[src/rtl/pipe_ctrl_if.sv]
// Pipeline-control bundle: per-stage stall requests, jump/trap redirects and the resulting control vectors.
// Combinational path only; no storage in the interface.
// No backpressure; trap_req_i is a level held by the requester until trap_ack_o.
interface pipe_ctrl_if #(
    parameter int PC_WIDTH = 32
);
    logic                stallreq_if_i;
    logic                stallreq_id_i;
    logic                stallreq_ex_i;
    logic                stallreq_ls_i;
    logic                jump_req_i;
    logic [PC_WIDTH-1:0] jump_addr_i;
    logic                trap_req_i;
    logic [PC_WIDTH-1:0] trap_addr_i;
    logic [5:0]          stall_o;
    logic [5:0]          flush_o;
    logic                redirect_o;
    logic [PC_WIDTH-1:0] redirect_pc_o;
    logic                trap_ack_o;
    logic                stall_timeout_o;

    // Pipeline side: raises requests, consumes stall/flush/redirect.
    modport master (
        output stallreq_if_i, stallreq_id_i, stallreq_ex_i, stallreq_ls_i,
        output jump_req_i, jump_addr_i, trap_req_i, trap_addr_i,
        input  stall_o, flush_o, redirect_o, redirect_pc_o, trap_ack_o, stall_timeout_o
    );

    // Controller side.
    modport slave (
        input  stallreq_if_i, stallreq_id_i, stallreq_ex_i, stallreq_ls_i,
        input  jump_req_i, jump_addr_i, trap_req_i, trap_addr_i,
        output stall_o, flush_o, redirect_o, redirect_pc_o, trap_ack_o, stall_timeout_o
    );
endinterface

[src/rtl/pipe_ctrl.sv]
// Six-stage pipeline control: stall merge, jump redirect, trap drain/flush sequencing, stall watchdog.
// Stall/flush/jump redirect are same-cycle combinational; a trap redirects one cycle after LS drains.
// Stalled jumps are not taken and must be re-presented by EX; traps are held by the requester until ack.
module pipe_ctrl #(
    parameter int PC_WIDTH   = 32,
    parameter int WDT_CYCLES = 1024
) (
    input  logic        clk,
    input  logic        rst_n,
    pipe_ctrl_if.slave  ctl
);
    localparam int CW = (WDT_CYCLES > 1) ? $clog2(WDT_CYCLES) : 1;
    localparam logic [CW-1:0] WDT_LAST = CW'(WDT_CYCLES - 1);
    localparam logic [CW-1:0] WDT_ONE  = CW'(1);

    typedef enum logic [1:0] {
        IDLE  = 2'd0,
        DRAIN = 2'd1,
        FLUSH = 2'd2,
        HOLD  = 2'd3
    } state_e;

    state_e              state_q, state_d;
    logic [PC_WIDTH-1:0] trap_pc_q, trap_pc_d;
    logic [CW-1:0]       wdt_cnt_q, wdt_cnt_d;

    logic [5:0]          base_stall;
    logic [5:0]          stall;
    logic [5:0]          flush;
    logic                redirect;
    logic [PC_WIDTH-1:0] redirect_pc;
    logic                trap_ack;
    logic                stall_timeout;

    always_ff @(posedge clk or negedge rst_n) begin
        if (!rst_n) begin
            state_q   <= IDLE;
            trap_pc_q <= '0;
            wdt_cnt_q <= '0;
        end else begin
            state_q   <= state_d;
            trap_pc_q <= trap_pc_d;
            wdt_cnt_q <= wdt_cnt_d;
        end
    end

    // Deepest requesting stage freezes itself and everything upstream.
    always_comb begin
        base_stall = 6'b000000;
        if (ctl.stallreq_ls_i)      base_stall = 6'b011111;
        else if (ctl.stallreq_ex_i) base_stall = 6'b001111;
        else if (ctl.stallreq_id_i) base_stall = 6'b000111;
        else if (ctl.stallreq_if_i) base_stall = 6'b000011;
    end

    always_comb begin
        state_d       = state_q;
        trap_pc_d     = trap_pc_q;
        wdt_cnt_d     = '0;
        stall         = base_stall;
        flush         = 6'b000000;
        redirect      = 1'b0;
        redirect_pc   = '0;
        trap_ack      = 1'b0;
        stall_timeout = 1'b0;

        case (state_q)
            IDLE: begin
                if (ctl.trap_req_i) begin
                    trap_pc_d = ctl.trap_addr_i;
                    state_d   = DRAIN;
                end else if (ctl.jump_req_i && !base_stall[3]) begin
                    flush       = 6'b000110;
                    redirect    = 1'b1;
                    redirect_pc = ctl.jump_addr_i;
                end
                if (base_stall[0]) begin
                    if (wdt_cnt_q == WDT_LAST) stall_timeout = 1'b1;
                    else                       wdt_cnt_d     = wdt_cnt_q + WDT_ONE;
                end
            end
            DRAIN: begin
                // Front end and EX hold while the outstanding LS access completes.
                stall = base_stall | 6'b001111;
                if (!ctl.stallreq_ls_i) state_d = FLUSH;
            end
            FLUSH: begin
                stall       = 6'b000000;
                flush       = 6'b011111;
                redirect    = 1'b1;
                redirect_pc = trap_pc_q;
                trap_ack    = 1'b1;
                state_d     = HOLD;
            end
            HOLD: begin
                state_d = IDLE;
            end
            default: begin
                state_d = IDLE;
            end
        endcase
    end

    // Outputs are forced low for the whole time reset is asserted.
    assign ctl.stall_o         = rst_n ? stall         : 6'b000000;
    assign ctl.flush_o         = rst_n ? flush         : 6'b000000;
    assign ctl.redirect_o      = rst_n & redirect;
    assign ctl.redirect_pc_o   = rst_n ? redirect_pc   : '0;
    assign ctl.trap_ack_o      = rst_n & trap_ack;
    assign ctl.stall_timeout_o = rst_n & stall_timeout;
endmodule
[src/flat_wrapper.sv]
// flat-port wrapper written by rule: the top's interface ports become plain ports
module pipe_ctrl_flat 
#(
    parameter int PC_WIDTH   = 32,
    parameter int WDT_CYCLES = 1024
)
  (clk, rst_n, ctl_stallreq_if_i, ctl_stallreq_id_i, ctl_stallreq_ex_i, ctl_stallreq_ls_i, ctl_jump_req_i, ctl_jump_addr_i, ctl_trap_req_i, ctl_trap_addr_i, ctl_stall_o, ctl_flush_o, ctl_redirect_o, ctl_redirect_pc_o, ctl_trap_ack_o, ctl_stall_timeout_o);
  pipe_ctrl_if #(.PC_WIDTH(PC_WIDTH)) ctl_i ();
  input  logic clk;
  input  logic rst_n;
  input wire logic [$bits(ctl_i.stallreq_if_i)-1:0] ctl_stallreq_if_i;
  input wire logic [$bits(ctl_i.stallreq_id_i)-1:0] ctl_stallreq_id_i;
  input wire logic [$bits(ctl_i.stallreq_ex_i)-1:0] ctl_stallreq_ex_i;
  input wire logic [$bits(ctl_i.stallreq_ls_i)-1:0] ctl_stallreq_ls_i;
  input wire logic [$bits(ctl_i.jump_req_i)-1:0] ctl_jump_req_i;
  input wire logic [$bits(ctl_i.jump_addr_i)-1:0] ctl_jump_addr_i;
  input wire logic [$bits(ctl_i.trap_req_i)-1:0] ctl_trap_req_i;
  input wire logic [$bits(ctl_i.trap_addr_i)-1:0] ctl_trap_addr_i;
  output wire logic [$bits(ctl_i.stall_o)-1:0] ctl_stall_o;
  output wire logic [$bits(ctl_i.flush_o)-1:0] ctl_flush_o;
  output wire logic [$bits(ctl_i.redirect_o)-1:0] ctl_redirect_o;
  output wire logic [$bits(ctl_i.redirect_pc_o)-1:0] ctl_redirect_pc_o;
  output wire logic [$bits(ctl_i.trap_ack_o)-1:0] ctl_trap_ack_o;
  output wire logic [$bits(ctl_i.stall_timeout_o)-1:0] ctl_stall_timeout_o;
  assign ctl_i.stallreq_if_i = ctl_stallreq_if_i;
  assign ctl_i.stallreq_id_i = ctl_stallreq_id_i;
  assign ctl_i.stallreq_ex_i = ctl_stallreq_ex_i;
  assign ctl_i.stallreq_ls_i = ctl_stallreq_ls_i;
  assign ctl_i.jump_req_i = ctl_jump_req_i;
  assign ctl_i.jump_addr_i = ctl_jump_addr_i;
  assign ctl_i.trap_req_i = ctl_trap_req_i;
  assign ctl_i.trap_addr_i = ctl_trap_addr_i;
  assign ctl_stall_o = ctl_i.stall_o;
  assign ctl_flush_o = ctl_i.flush_o;
  assign ctl_redirect_o = ctl_i.redirect_o;
  assign ctl_redirect_pc_o = ctl_i.redirect_pc_o;
  assign ctl_trap_ack_o = ctl_i.trap_ack_o;
  assign ctl_stall_timeout_o = ctl_i.stall_timeout_o;
  pipe_ctrl #(.PC_WIDTH(PC_WIDTH), .WDT_CYCLES(WDT_CYCLES)) u_core (.clk(clk), .rst_n(rst_n), .ctl(ctl_i));
endmodule
[config.mk]
export PLATFORM = sky130hd
export DESIGN_NAME = pipe_ctrl_flat
export DESIGN_NICKNAME = d
export VERILOG_FILES = /design/src/rtl/pipe_ctrl_if.sv /design/src/rtl/pipe_ctrl.sv /design/src/flat_wrapper.sv
export SDC_FILE = /design/constraint.sdc
export NUM_CORES = 1
export LEC_CHECK = 0
export ABC_AREA = 1
export CAP_MARGIN = 20
export CORE_ASPECT_RATIO = 1.1
export CORE_MARGIN = 8
export CORE_UTILIZATION = 41
export CTS_CLUSTER_SIZE = 40
export DETAILED_ROUTE_END_ITERATION = 12
export PLACE_DENSITY = 0.83
export SYNTH_ARGS = -nofsm -noshare
export SYNTH_HDL_FRONTEND = slang
export SYNTH_SLANG_ARGS = --single-unit
[constraint.sdc]
create_clock -name clk -period 2.44 [get_ports clk]
set_input_delay 0.61 -clock clk [delete_from_list [all_inputs] [get_ports clk]]
set_output_delay 0.61 -clock clk [all_outputs]
set_load 0.005 [all_outputs]
==> metrics.md <==
| Metric | Value |
|---|---|
| Combinational group share of total power | `48.4%` |
| Reg clk slew, reported paths | `90 ps` |
| ANT nets after route | `0` |
| Overall die area | `8690 sq um` |
| Number of global-route vias before repair | `2436` |
| Final hold violations | `0` |
| Initial antenna violation count | `0` |
| DRC violations left | `0` |
| Final Cycle Share | `a little over nine tenths` |
| CTS root buf | `clkbuf_8` |
| CTS tree | `done` |
| CP startpoint | `u_core.state_q[1]` |
| H-tree levels | `2` |
| Post-synth top area cell | `dfrtp_1` |
| Filler cells | `445` |
| Starting density of the core | `42.4%` |
| Largest net degree at the start of global routing | `38` |
| Global route total overflow | `0` |
| Commonest non-fill, non-tap cell in the layout | `nand2_1` |
| Max Freq | `416 MHz` |
| Total GRT Usage | `17.1%` |
| Die W | `89.6 microns` |
| Switch Pwr | `0.00115 W` |
| Vias | `between 2000 and 2500` |
| WL/cell | `~16 microns` |
| Vias per cell | `just under 5` |
| Fin crit period | `2400 ps` |
| Post-synthesis cell type count | `25` |
| Slew Limit Fails | `0` |
| # hold bufs at CTS | `0` |
| Internal power | `0.00227 W` |
| Critical path class | `flop to output port` |
| Crit end category | `output port` |
| Most frequent cells in the layout | `nand2_1 (77), clkdlybuf4s50_1 (66), dfrtp_1 (44)` |
| CP max stage cell | `dfrtp_1` |
| Worst R2R Start | `u_core.state_q[1]` |
| Inserted Clock Buffers | `5` |
| RePlAce Congestion | `0.768` |
| Leakage | `~1.8 nW` |
| Yosys reg bits | `44` |
| Cells along the critical path | `inv_2 -> ha_4 -> nand2_4 -> nor2_4 -> buf_8 -> clkbuf_16 -> nand2_1 -> a21oi_2 -> buf_2` |
| I/O pins | `around 120` |
| Core ar. | `between 5000 and 6000 sq um` |
| DRT iter0 DRCs | `89` |
| N_diodes | `0` |
| Hold crit path type | `primary input to async pin` |
| CP arrival | `roughly 1800 ps` |
| CTS sink cnt | `44` |
| Total power | `0.00342 W` |
| Post-synthesis sequential area ratio | `45.1%` |
| Synth top area share | `between 40 and 50%` |
| Worst skew pair latency | `290 ps` |
| Final Core Density | `69.2%` |
| DRT Pass-1 Iters | `4` |
| Avg Cell Area, Syn | `8.67 sq um` |
| Worst vdd rail ir drop | `436 uV` |
| Final hold slack | `317 ps` |
| Sw Ratio | `between 30% and 40%` |
| RSZ-0062 raised after global routing | `true` |
| Mapped Cells | `282` |
| Area Overhead vs Synth | `63.3%` |
| CP Data Required Time | `1830 ps` |
| Setup Skew | `2.76 ps` |
| Clock power frac | `16.7%` |
| Crit start category | `flop` |
| Post-DP HPWL | `approximately 5700 microns` |
| Worst stage delay on the critical path | `around 430 ps` |
| Die height | `97.0 microns` |
| Max-cap violations | `0` |
| Final setup viols | `0` |
| Routed WL | `7780 microns` |
| Reg power frac | `between 30% and 40%` |
| Number of I/O port buffers | `about 120` |
| First-pass GRT wire length | `between 10000 and 15000 microns` |
| Pwr dens | `857 nW/um^2` |
| CP max FO | `5` |
| Top cells by area, synth | `dfrtp_1 (45%), mux2_2 (15%), nand2_1 (14%)` |
| CTS max path bufs | `2` |
| Row count | `29` |
| Layout cell share with drive strength beyond 1 | `between 30% and 40%` |
| Status | `complete, no violations` |
| Final Net Count | `491` |
| Mapped Area | `2440 sq um` |
| Yosys warning total | `0` |
==> through the flow <==
stage | std cells | area (sq um) | setup TNS [ps] | setup WS (ps)
finish | 492 | 3990 | 0 | 36.1
global route | 492 | 3990 | -339 | -39.6
CTS | 490 | 3870 | 0 | 4.16
detailed placement | 474 | 3760 | -18910 | -558
global placement | 474 | 3760 | -16830 | -516
floorplan | 283 | 2450 | 0 | 430
==> synthesized netlist by cell type (all sizes together) <==
| library cell | number |
|---|---|
| nand3 | 4 |
| nor2 | 20 |
| ha | 5 |
| xnor2 | 2 |
| a21o | 1 |
| clkbuf | 6 |
| nand2 | 92 |
| o21ai | 4 |
| a31oi | 1 |
| nand3b | 1 |
| dfrtp | 44 |
| xor2 | 1 |
| a22oi | 1 |
| conb | 1 |
| inv | 15 |
| buf | 15 |
| o21bai | 1 |
| a21oi | 35 |
| nor3 | 1 |
| mux2 | 32 |
==> layout make-up <==
type	count	area, sq um	share of cell area (%)
well taps	77	96.3	2.41
repair buffers	145	1320	33.0
multi-input cells	203	1310	32.7
clock buffers	5	68.8	1.72
clock inverters	3	46.3	1.16
flip-flops and latches	44	1100	27.6
inverters	15	56.3	1.41
==> cells by family after synthesis <==
kind of cell	synth area share, %
buffers and inverters	7.89
other	0.153
XOR/XNOR	1.08
AND/OR/NAND/NOR	19.4
flip-flops	45.1
adder cells (fa/ha/maj)	2.56
multiplexers	14.7
AO/OA/AOI/OAI	9.17
==> final timing paths <==
path	cells after the start	slack, ps	to
max	9	40	ctl_redirect_pc_o[17]
min	2	320	u_core.state_q[1]
max reg2reg	7	710	u_core.trap_pc_q[3]
min reg2reg	1	490	u_core.wdt_cnt_q[0]
max in group asynchronous	3	1530	u_core.wdt_cnt_q[7]
min in group clk	1	490	u_core.wdt_cnt_q[0]
==> power by group through the flow <==
stage	Clock, W	Combinational (W)	Sequential [W]
global route	0.000618	0.00180	0.00123
global placement	0	0.00156	0.00118
detailed placement	0	0.00160	0.00120
floorplan	0	0.000870	0.00115
finish	0.000572	0.00166	0.00119
CTS	0.000591	0.00159	0.00119
==> registers in the layout, summed over array words and instances (netlist names) <==
name,cells
u_core.trap_pc_q,32
u_core.wdt_cnt_q,10
u_core.state_q,2
==> layer usage <==
metal | global-route usage [%] | wire length [microns] | vias up
met4 | 2.31 | 66 | 0
met5 | 0 | 0 | -
met3 | 4.23 | 648 | 6
met2 | 31.5 | 4000 | 86
met1 | 19.2 | 3070 | 1128
li1 | - | - | 1164
==> timing repair <==
item,CTS,global route
pin swaps,7,16
hold endpoints to repair,0,0
cloned,3,1
resized for setup,170,40
endpoints found under the setup margin,45,37
setup buffers,6,1
==> critical path, delay by kind of cell (launching register included) <==
kind | cells | cell delay, ps
AOI/OAI and AO/OA | 1 | 120
and+or+nand+nor | 3 | 250
adders and majority gates | 1 | 150
buffers and inverters | 4 | 550
DFF | 1 | 430
Note: power is estimated with default switching activity, not from simulation.
